[config.mk]
export PLATFORM = sky130hd
export DESIGN_NAME = pid_loop_sequencer
export DESIGN_NICKNAME = d
export VERILOG_FILES = /design/src/rtl/pid_seq_pkg.sv /design/src/rtl/pid_period_timer.sv /design/src/rtl/pid_loop_sequencer.sv
export SDC_FILE = /design/constraint.sdc
export NUM_CORES = 1
export LEC_CHECK = 0
export ABC_AREA = 1
export BUFFER_PORTS_ARGS = -buffer_cell sky130_fd_sc_hd__buf_2
export CAP_MARGIN = 10
export CORE_MARGIN = 5
export CORE_UTILIZATION = 30
export DETAILED_ROUTE_END_ITERATION = 6
export SETUP_SLACK_MARGIN = 0.15
export SLEW_MARGIN = 20
export SYNTH_ARGS = -nofsm -noshare
export SYNTH_HDL_FRONTEND = slang
export SYNTH_HIERARCHICAL = 1
export SYNTH_SLANG_ARGS = --single-unit
[constraint.sdc]
create_clock -name HCLK -period 1.8 [get_ports HCLK]
set_clock_uncertainty 0.1 [all_clocks]
set_input_delay 0.18 -clock HCLK [delete_from_list [all_inputs] [get_ports HCLK]]
set_output_delay 0.18 -clock HCLK [all_outputs]
set_load 0.01 [all_outputs]
[src/rtl/pid_seq_pkg.sv]
// Shared types and constants for the PID loop sequencer.
//   seq_state_t : sequencer FSM states (WAIT, RUN)
//   DATA_W_DEF  : default width of PID din/coeff operands
//   DOUT_W_DEF  : default width of PID duty outputs
//   OVR_MAX     : saturation value of the overrun counter
package pid_seq_pkg;

  typedef enum logic {
    WAIT = 1'b0,
    RUN  = 1'b1
  } seq_state_t;

  localparam int unsigned DATA_W_DEF = 25;
  localparam int unsigned DOUT_W_DEF = 8;
  localparam logic [7:0]  OVR_MAX    = 8'hFF;

endpackage

[src/rtl/pid_period_timer.sv]
// Reloading down-counter that produces the sample tick.
//   HCLK     : clock
//   HRESETn  : synchronous reset, active high
//   enable   : count while high; a rising edge reloads the counter
//   period   : reload value; one tick every period+1 cycles
//   tick     : one-cycle strobe when the counter reaches zero
module pid_period_timer #(
  parameter int unsigned PERIOD_W = 16
) (
  input  logic                HCLK,
  input  logic                HRESETn,
  input  logic                enable,
  input  logic [PERIOD_W-1:0] period,
  output logic                tick
);

  logic [PERIOD_W-1:0] timer;
  logic                enable_q;
  logic                enable_rise;

  assign enable_rise = enable & ~enable_q;

  // The enable-rise cycle only loads the counter, so a stale count left over
  // from a previous enabled interval can never produce a spurious tick.
  assign tick = enable & ~enable_rise & (timer == '0);

  always_ff @(posedge HCLK) begin
    if (HRESETn) begin
      timer    <= period;
      enable_q <= 1'b0;
    end else begin
      enable_q <= enable;
      if (enable_rise || tick) begin
        timer <= period;
      end else if (enable) begin
        timer <= timer - PERIOD_W'(1);
      end
    end
  end

endmodule

[src/rtl/pid_loop_sequencer.sv]
// Autonomous sample-rate controller for the HLS PID_Controller.
// Every period+1 cycles it snapshots the sensor inputs, runs one
// ap_start/ap_ready/ap_done handshake and captures the duty outputs.
//   HCLK, HRESETn      : clock, synchronous active-high reset
//   enable, period     : periodic sampling control
//   init_req, clr_err  : request InitN=0 on next run / clear error status
//   din0_i, din1_i     : live sensor samples
//   ap_start/ready/done: HLS block-level handshake
//   pid_initn          : InitN to the PID core
//   pid_din0, pid_din1 : operands held stable for a whole run
//   dout0_i, dout1_i   : PID duty outputs
//   dout0_o, dout1_o   : captured duty values, result_valid pulses on update
//   busy               : high while a run is in flight
//   overrun_cnt        : saturating count of ticks dropped while busy
//   timeout_err        : sticky watchdog abort flag
module pid_loop_sequencer
  import pid_seq_pkg::*;
#(
  parameter int unsigned DATA_W   = DATA_W_DEF,
  parameter int unsigned DOUT_W   = DOUT_W_DEF,
  parameter int unsigned PERIOD_W = 16,
  parameter int unsigned TIMEOUT  = 1024
) (
  input  logic                HCLK,
  input  logic                HRESETn,
  input  logic                enable,
  input  logic [PERIOD_W-1:0] period,
  input  logic                init_req,
  input  logic                clr_err,
  input  logic [DATA_W-1:0]   din0_i,
  input  logic [DATA_W-1:0]   din1_i,
  output logic                ap_start,
  input  logic                ap_ready,
  input  logic                ap_done,
  output logic                pid_initn,
  output logic [DATA_W-1:0]   pid_din0,
  output logic [DATA_W-1:0]   pid_din1,
  input  logic [DOUT_W-1:0]   dout0_i,
  input  logic [DOUT_W-1:0]   dout1_i,
  output logic [DOUT_W-1:0]   dout0_o,
  output logic [DOUT_W-1:0]   dout1_o,
  output logic                result_valid,
  output logic                busy,
  output logic [7:0]          overrun_cnt,
  output logic                timeout_err
);

  localparam int unsigned     WD_W    = $clog2(TIMEOUT + 1);
  localparam logic [WD_W-1:0] WD_LAST = WD_W'(TIMEOUT - 1);

  seq_state_t      state, state_nxt;
  logic            tick;
  logic            snapshot;
  logic            capture;
  logic            abort;
  logic            overrun;
  logic            init_pending;
  logic [WD_W-1:0] wd_cnt;

  pid_period_timer #(
    .PERIOD_W (PERIOD_W)
  ) u_timer (
    .HCLK    (HCLK),
    .HRESETn (HRESETn),
    .enable  (enable),
    .period  (period),
    .tick    (tick)
  );

  always_ff @(posedge HCLK) begin
    if (HRESETn) begin
      state <= WAIT;
    end else begin
      state <= state_nxt;
    end
  end

  // ap_done takes priority over the watchdog when both land in the last
  // allowed cycle: the run completed, so its result is kept.
  always_comb begin
    state_nxt = state;
    snapshot  = 1'b0;
    capture   = 1'b0;
    abort     = 1'b0;
    overrun   = 1'b0;
    case (state)
      WAIT: begin
        if (tick) begin
          snapshot  = 1'b1;
          state_nxt = RUN;
        end
      end
      RUN: begin
        overrun = tick;
        if (ap_done) begin
          capture   = 1'b1;
          state_nxt = WAIT;
        end else if (wd_cnt == WD_LAST) begin
          abort     = 1'b1;
          state_nxt = WAIT;
        end
      end
      default: state_nxt = WAIT;
    endcase
  end

  assign busy = (state == RUN);

  always_ff @(posedge HCLK) begin
    if (HRESETn) begin
      ap_start     <= 1'b0;
      pid_initn    <= 1'b1;
      pid_din0     <= '0;
      pid_din1     <= '0;
      dout0_o      <= '0;
      dout1_o      <= '0;
      result_valid <= 1'b0;
      overrun_cnt  <= '0;
      timeout_err  <= 1'b0;
      init_pending <= 1'b0;
      wd_cnt       <= '0;
    end else begin
      result_valid <= capture;

      if (snapshot) begin
        pid_din0     <= din0_i;
        pid_din1     <= din1_i;
        pid_initn    <= ~(init_pending | init_req);
        init_pending <= 1'b0;
        ap_start     <= 1'b1;
        wd_cnt       <= '0;
      end else begin
        if (init_req) begin
          init_pending <= 1'b1;
        end
        if (state == RUN) begin
          wd_cnt <= wd_cnt + WD_W'(1);
        end
        if (ap_ready || capture || abort) begin
          ap_start <= 1'b0;
        end
      end

      if (capture) begin
        dout0_o   <= dout0_i;
        dout1_o   <= dout1_i;
        pid_initn <= 1'b1;
      end

      if (clr_err) begin
        timeout_err <= 1'b0;
        overrun_cnt <= '0;
      end else begin
        if (abort) begin
          timeout_err <= 1'b1;
        end
        if (overrun && (overrun_cnt != OVR_MAX)) begin
          overrun_cnt <= overrun_cnt + 8'd1;
        end
      end
    end
  end

endmodule

==> metrics.txt, run 1 <==
via/cell ratio between 4 and 5; Clock Root Buffer clkbuf_16; largest net degree at the start of global routing 50; f_max 508 MHz; Slew HR 67.9%; instance area at placement between 0.005 and 0.006 mm2; Bufs on Longest Clock Path 2; Final Util around half; Net Switching between 1000 and 1500 uW; final count of negative-setup-slack endpoints 72; CTS buffer count 9; total gr overflow 0; first-pass GRT wire length around 25000 um; register share of total power approximately 50%; flop2flop setup slack -0.17 ns; total of fill cells in the finished design about 1400; Final min period just under 2 ns; HPWL Detailed between 9000 and 10000 um; Worst path max stage delay approximately 0.45 ns; WHS Endpoint u_timer/timer[3]$_DFFE_PP_; Max-Cap Viols 0; setup_tns -5.90 ns; Final Hold Violating Endpoints 0; hold_sp period[3]; initial antenna violation count 0; Iteration-0 DRC Markers 198; routed len/inst between 15 and 20 um; met2 routed WL 8040 um; Synth Net Count roughly 690; Crit path top cell by count inv_2; Post-synth EDFFs 16; area leader, netlist dfxtp_1; final non-filler cell area about 0.0076 mm2; Starting Density 30.4%; final setup margin -0.169 ns; Mean Syn Cell Area 7.72 um2; Netlist Area Pre-Place 0.00461 mm2; height of the die about 130 um; reg2reg path depth 12; top cells by area, synth dfxtp_1, nor2_1, edfxtp_1, nand2_1, o21ai_0; total number of vias about 5000; Pleak approximately 0.0037 uW; routability congestion estimate roughly 0.83; sequential cell area fraction in the yosys report 50.4%; Met3 Wirelength between 1000 and 1500 um; Core Area between 0.015 and 0.02 mm2; RSZ-0062 raised after global routing true; failing checks setup timing; Hold Path Stages 3; clock sink count 108; nets@finish between 900 and 1000; CP required 2.00 ns; ANT nets after route 0; io pins around 170; worst-path maximum fanout 6; FFs w/ async S/R, synth 0%; vias in the first global route 5025; top-area cell type share of the netlist area between 30% and 40%; # port buffers around 170; area grow syn2layout 65.8%; Final Slew Violations 0; All-Layer GR Usage between 10% and 20%; die width about 130 um; Reg2Reg Launch Point u_timer/timer[4]$_DFFE_PP_; internal power around 3800 uW; 1st-pass router iterations 4; # H-tree levels 3; slowest CP cell edfxtp_1; total power 5090 uW; pwr dens 665 mW/mm2; worst skew pair latency roughly 0.35 ns; Worst Hold Class in -> reg; die area 0.0179 mm2; YS warnings 6; Distinct cells, synth 33; fraction of layout cells with a size suffix above 1 about 38%; Worst Tran Pin Value ~0.48 ns; top cells by count, synth nor2_1, nand2_1, dfxtp_1; n_diodes 0; Yosys reg bits 108; crit share post-route 109%; wirelength, routed 16700 um; critical-path cell list nor2_2 -> inv_2 -> nor2_8 -> nand4_4 -> inv_2 -> inv_2 -> nor2_4 -> buf_12 -> buf_12 -> clkbuf_16 -> o21ai_0 -> nor2_1; row count 45; IR drop worst, VDD approximately 0.55 mV; Logic pwr share between 10% and 20%; critical path class reg -> reg; pre-CTS WS -0.0755 ns; M1 wire length roughly 6700 um; critical path capture point type flip-flop; dominant synthesized flop cell dfxtp_1; CTS tree built; clk slew on worst S/H paths approximately 0.080 ns; crit start category flip-flop; DRC viols 0; arrival time worst endpoint between 2 and 2.5 ns; Reg2Reg Capture Point pid_din1[7]$_SDFFE_PP0P_; count leader, synth nor2_1; Clk pwr share approximately two fifths; Max Used Layer met4; switch share around 25%; post-synthesis cell count around 600; outcome finished with violations
cell families (layout without fill, tap and decap cells):
kind of cell | after synthesis | count (layout) | synth area share [%]
fa+ha+maj | 3 | 3 | 0.814
buf+inv | 67 | 363 | 6.49
compound gates | 93 | 93 | 11.6
xor+xnor | 10 | 10 | 1.90
flops | 108 | 108 | 50.4
simple gates | 316 | 316 | 28.8
how the worst max path moves through the flow:
| stage | startpoint | endpoint | depth (start not counted) |
|---|---|---|---|
| finish | u_timer/timer[4]$_DFFE_PP_ | pid_din1[7]$_SDFFE_PP0P_ | 12 |
| global route | u_timer/timer[4]$_DFFE_PP_ | pid_din1[7]$_SDFFE_PP0P_ | 12 |
| CTS | u_timer/timer[0]$_DFFE_PP_ | pid_din0[7]$_SDFFE_PP0P_ | 13 |
| detailed placement | u_timer/timer[1]$_DFFE_PP_ | pid_din0[22]$_SDFFE_PP0P_ | 11 |
| global placement | u_timer/timer[0]$_DFFE_PP_ | pid_din0[12]$_SDFFE_PP0P_ | 12 |
| floorplan | u_timer/timer[0]$_DFFE_PP_ | pid_din1[10]$_SDFFE_PP0P_ | 12 |
metal layers:
layer | track usage (%) | vias to the layer above
met5 | 0 | -
met4 | 6.11 | 0
met3 | 6.71 | 34
met2 | 29.7 | 204
met1 | 19.7 | 2300
li1 | - | 2497
final cells by class:
class / instances / area (um2) / area share (%)
sequential: 108 / 2320 / 30.4
clock inverter: 7 / 58.8 / 0.769
clock buffer: 9 / 225 / 2.95
timing repair inverter: 1 / 7.51 / 0.0982
tap: 188 / 235 / 3.08
timing repair buffer: 299 / 2330 / 30.5
multi-input combinational: 422 / 2260 / 29.6
inverter: 47 / 199 / 2.60
per-stage QoR:
stage               instances  hold WS [ns]
floorplan                 597         0.152
global placement          972         0.301
detailed placement        972         0.307
CTS                      1068       0.00329
global route             1081        0.0112
finish                   1081        0.0200
critical path, delay by kind of cell (launching register included):
family	cells	cell delay, ns
simple gates	5	0.69
buf+inv	6	0.57
flops	1	0.45
compound gates	1	0.09
cell usage in the layout, fill, tap and decap left out, drive strengths merged, types with 16 or more instances in the layout:
| cell | n |
|---|---|
| nand3 | 19 |
| inv | 50 |
| clkbuf | 17 |
| buf | 220 |
| a21oi | 18 |
| dfxtp | 92 |
| dlygate4sd3 | 71 |
| o21ai | 57 |
| nor2 | 165 |
| nand2 | 119 |
| edfxtp | 16 |
| a22o | 16 |
sequential cells by signal (all words and copies together), names as in the netlist:
| name | flops |
|---|---|
| pid_din0 | 25 |
| pid_din1 | 25 |
| u_timer/timer | 16 |
| wd_cnt | 11 |
| dout0_o | 8 |
| dout1_o | 8 |
| overrun_cnt | 8 |
| ap_start | 1 |
| busy | 1 |
| init_pending | 1 |
| pid_initn | 1 |
| result_valid | 1 |
| timeout_err | 1 |
| u_timer/enable_q | 1 |
power groups by stage:
stage	registers, uW	clock network, uW	logic, uW
2_1_floorplan	2580	0	203
3_3_place_gp	2580	0	439
3_5_place_dp	2580	0	442
4_1_cts	2520	2000	578
5_1_grt	2530	2090	682
6_report	2530	1940	624
what timing repair did:
action | 4_1_cts | 5_1_grt
pin swaps | 4 | 14
endpoints found under the hold margin | 72 | 0
setup buffers | 6 | 2
cloned | 3 | 11
gates resized for setup | 32 | 77
endpoints found under the setup margin | 89 | 89
hold buffers | 71 | 0
No activity file was read; power rests on OpenSTA's default activity.
==> inputs of run 2 (changes only) <==
Settings changed: CORE_MARGIN 5 to 4.
==> metrics.txt, run 2 (synthesis results as in run 1) <==
outcome finished with violations; failing checks setup timing; final setup margin -0.0759 ns; Reg2Reg Launch Point u_timer/timer[0]$_DFFE_PP_; Final min period roughly 1.9 ns; row count 45; final count of negative-setup-slack endpoints 63; worst-path maximum fanout 5; total of fill cells in the finished design 1440; placed insts between 900 and 1000; f_max roughly 530 MHz; commonest non-fill, non-tap cells in the layout buf_2, nor2_1, nand2_1; Slew HR approximately 69%; DRC viols 0; CP required between 1.5 and 2 ns; critical-path cell list inv_2 -> ha_4 -> nand2_4 -> nor2_8 -> nand4_4 -> inv_2 -> inv_2 -> nor2_4 -> buf_4 -> buf_6 -> nor2_4 -> clkinvlp_4 -> a21oi_2; Reg2Reg Capture Point wd_cnt[6]$_SDFFE_PP0P_; height of the die around 130 um; Core Area roughly 0.015 mm2; top flop regs pid_din0 x25, pid_din1 x25, u_timer/timer x16; io pins 168; final non-filler cell area 0.00743 mm2; vias in the first global route 4602; hold slack between 0.02 and 0.025 ns; crit start category flip-flop; pwr dens 695 mW/mm2; Final Slew Violations 0; crit path to wd_cnt[6]$_SDFFE_PP0P_; clock sink count 108; Worst Tran Pin Value 0.468 ns; routability congestion estimate 0.795; Layout Cells excl Fill 1074; total number of vias slightly below 5000; total gr overflow 0; Final Hold Violating Endpoints 0; area grow syn2layout 61.1%; ANT nets after route 0; largest net degree at the start of global routing 54; Bufs on Longest Clock Path 2; instance area at placement just under 0.006 mm2; clk slew on worst S/H paths 0.07 ns; flop2flop setup slack -0.08 ns; CTS buffer count 9; n_diodes 0; die width roughly 130 um; crit share post-route 104%; wirelength, routed about 15000 um; # port buffers between 150 and 200; Clock Root Buffer clkbuf_16; CTS tree built; 1st-pass router iterations 5; Pleak ~0.0036 uW; worst skew pair latency 0.35 ns; initial antenna violation count 0; slowest CP cell edfxtp_1; Iteration-0 DRC Markers roughly 210; Worst Hold Class in -> reg; die area between 0.015 and 0.02 mm2; IR drop worst, VDD 0.485 mV; total power approximately 5200 uW; All-Layer GR Usage approximately 16%; fraction of layout cells with a size suffix above 1 34.2%; Worst path max stage delay roughly 0.38 ns; routed len/inst 13.8 um; most common cell after layout, fill and taps aside buf_2; RSZ-0062 raised after global routing true; # H-tree levels 3; Max-Cap Viols 0; first-pass GRT wire length approximately 23000 um; Starting Density a little under a third; reg2reg path depth 13; nets@finish between 900 and 1000; HPWL Detailed ~9000 um; via/cell ratio ~4.5; setup_tns -2.07 ns; critical path class reg -> reg; Worst Setup SP u_timer/timer[0]$_DFFE_PP_; arrival time worst endpoint 2.06 ns; critical path capture point type flip-flop; Crit path top cell by count inv_2
## run 2: cell types whose count changed in the layout (fill, tap and decap cells not counted), sizes merged
| cell | delta |
|---|---|
| clkbuf | -4 |
| clkinv | -1 |
| buf | -3 |
| dlygate4sd3 | +1 |
## run 2: layer usage
metal | global-route usage [%] | vias to the layer above | wire, um
li1 | - | 2483 | -
met1 | 20.5 | 2184 | 6410
met2 | 26.9 | 152 | 7100
met3 | 5.53 | 18 | 1040
met4 | 4.49 | 0 | 291
met5 | 0 | - | 0
## run 2: per-stage QoR
step / utilization, % / worst slack (ns)
finish: 49.0 / -0.0759
global route: 49.0 / -0.193
CTS: 47.1 / -0.0523
detailed placement: 39.0 / -0.0905
global placement: 39.0 / -0.0763
floorplan: - / -0.0791
## run 2: power breakdown
part	switching [uW]	internal, uW
registers	27.1	2500
clock network	1000	1020
logic	275	345
total	1300	3860
## run 2: worst max-delay path, delay by kind of cell (launching register included)
| family | cells | cell delay, ns |
|---|---|---|
| buffers and inverters | 6 | 0.63 |
| and+or+nand+nor | 5 | 0.42 |
| DFF | 1 | 0.38 |
| adders and majority gates | 1 | 0.16 |
| AOI/OAI and AO/OA | 1 | 0.12 |
## run 2: repair_timing
item,in CTS,in global routing
hold buffers,72,0
gates resized for setup,22,75
pin swaps,8,15
buffers inserted,5,6
setup endpoints to repair,89,89
cloned,4,3
hold endpoints to repair,73,0
## run 2: final cells by class
cell class	instances	area, um2	share of cell area [%]
Multi-Input combinational cell	422	2170	29.2
Tap cell	188	235	3.17
Inverter	47	214	2.88
Clock inverter	6	62.6	0.842
Timing Repair Buffer	292	2180	29.3
Clock buffer	10	239	3.22
Timing Repair inverter	1	7.51	0.101
Sequential cell	108	2320	31.3
## run 2: how the worst min path moves through the flow
stage | startpoint | slack [ns] | cells past startpoint | to
floorplan | HRESETn | 0.15 | 1 | u_timer/enable_q$_SDFF_PP0_
global placement | din0_i[24] | 0.30 | 3 | pid_din0[24]$_SDFFE_PP0P_
detailed placement | din1_i[2] | 0.31 | 3 | pid_din1[2]$_SDFFE_PP0P_
CTS | period[15] | 0.001 | 3 | u_timer/timer[15]$_DFFE_PP_
global route | period[15] | 0.02 | 3 | u_timer/timer[15]$_DFFE_PP_
finish | period[15] | 0.02 | 3 | u_timer/timer[15]$_DFFE_PP_
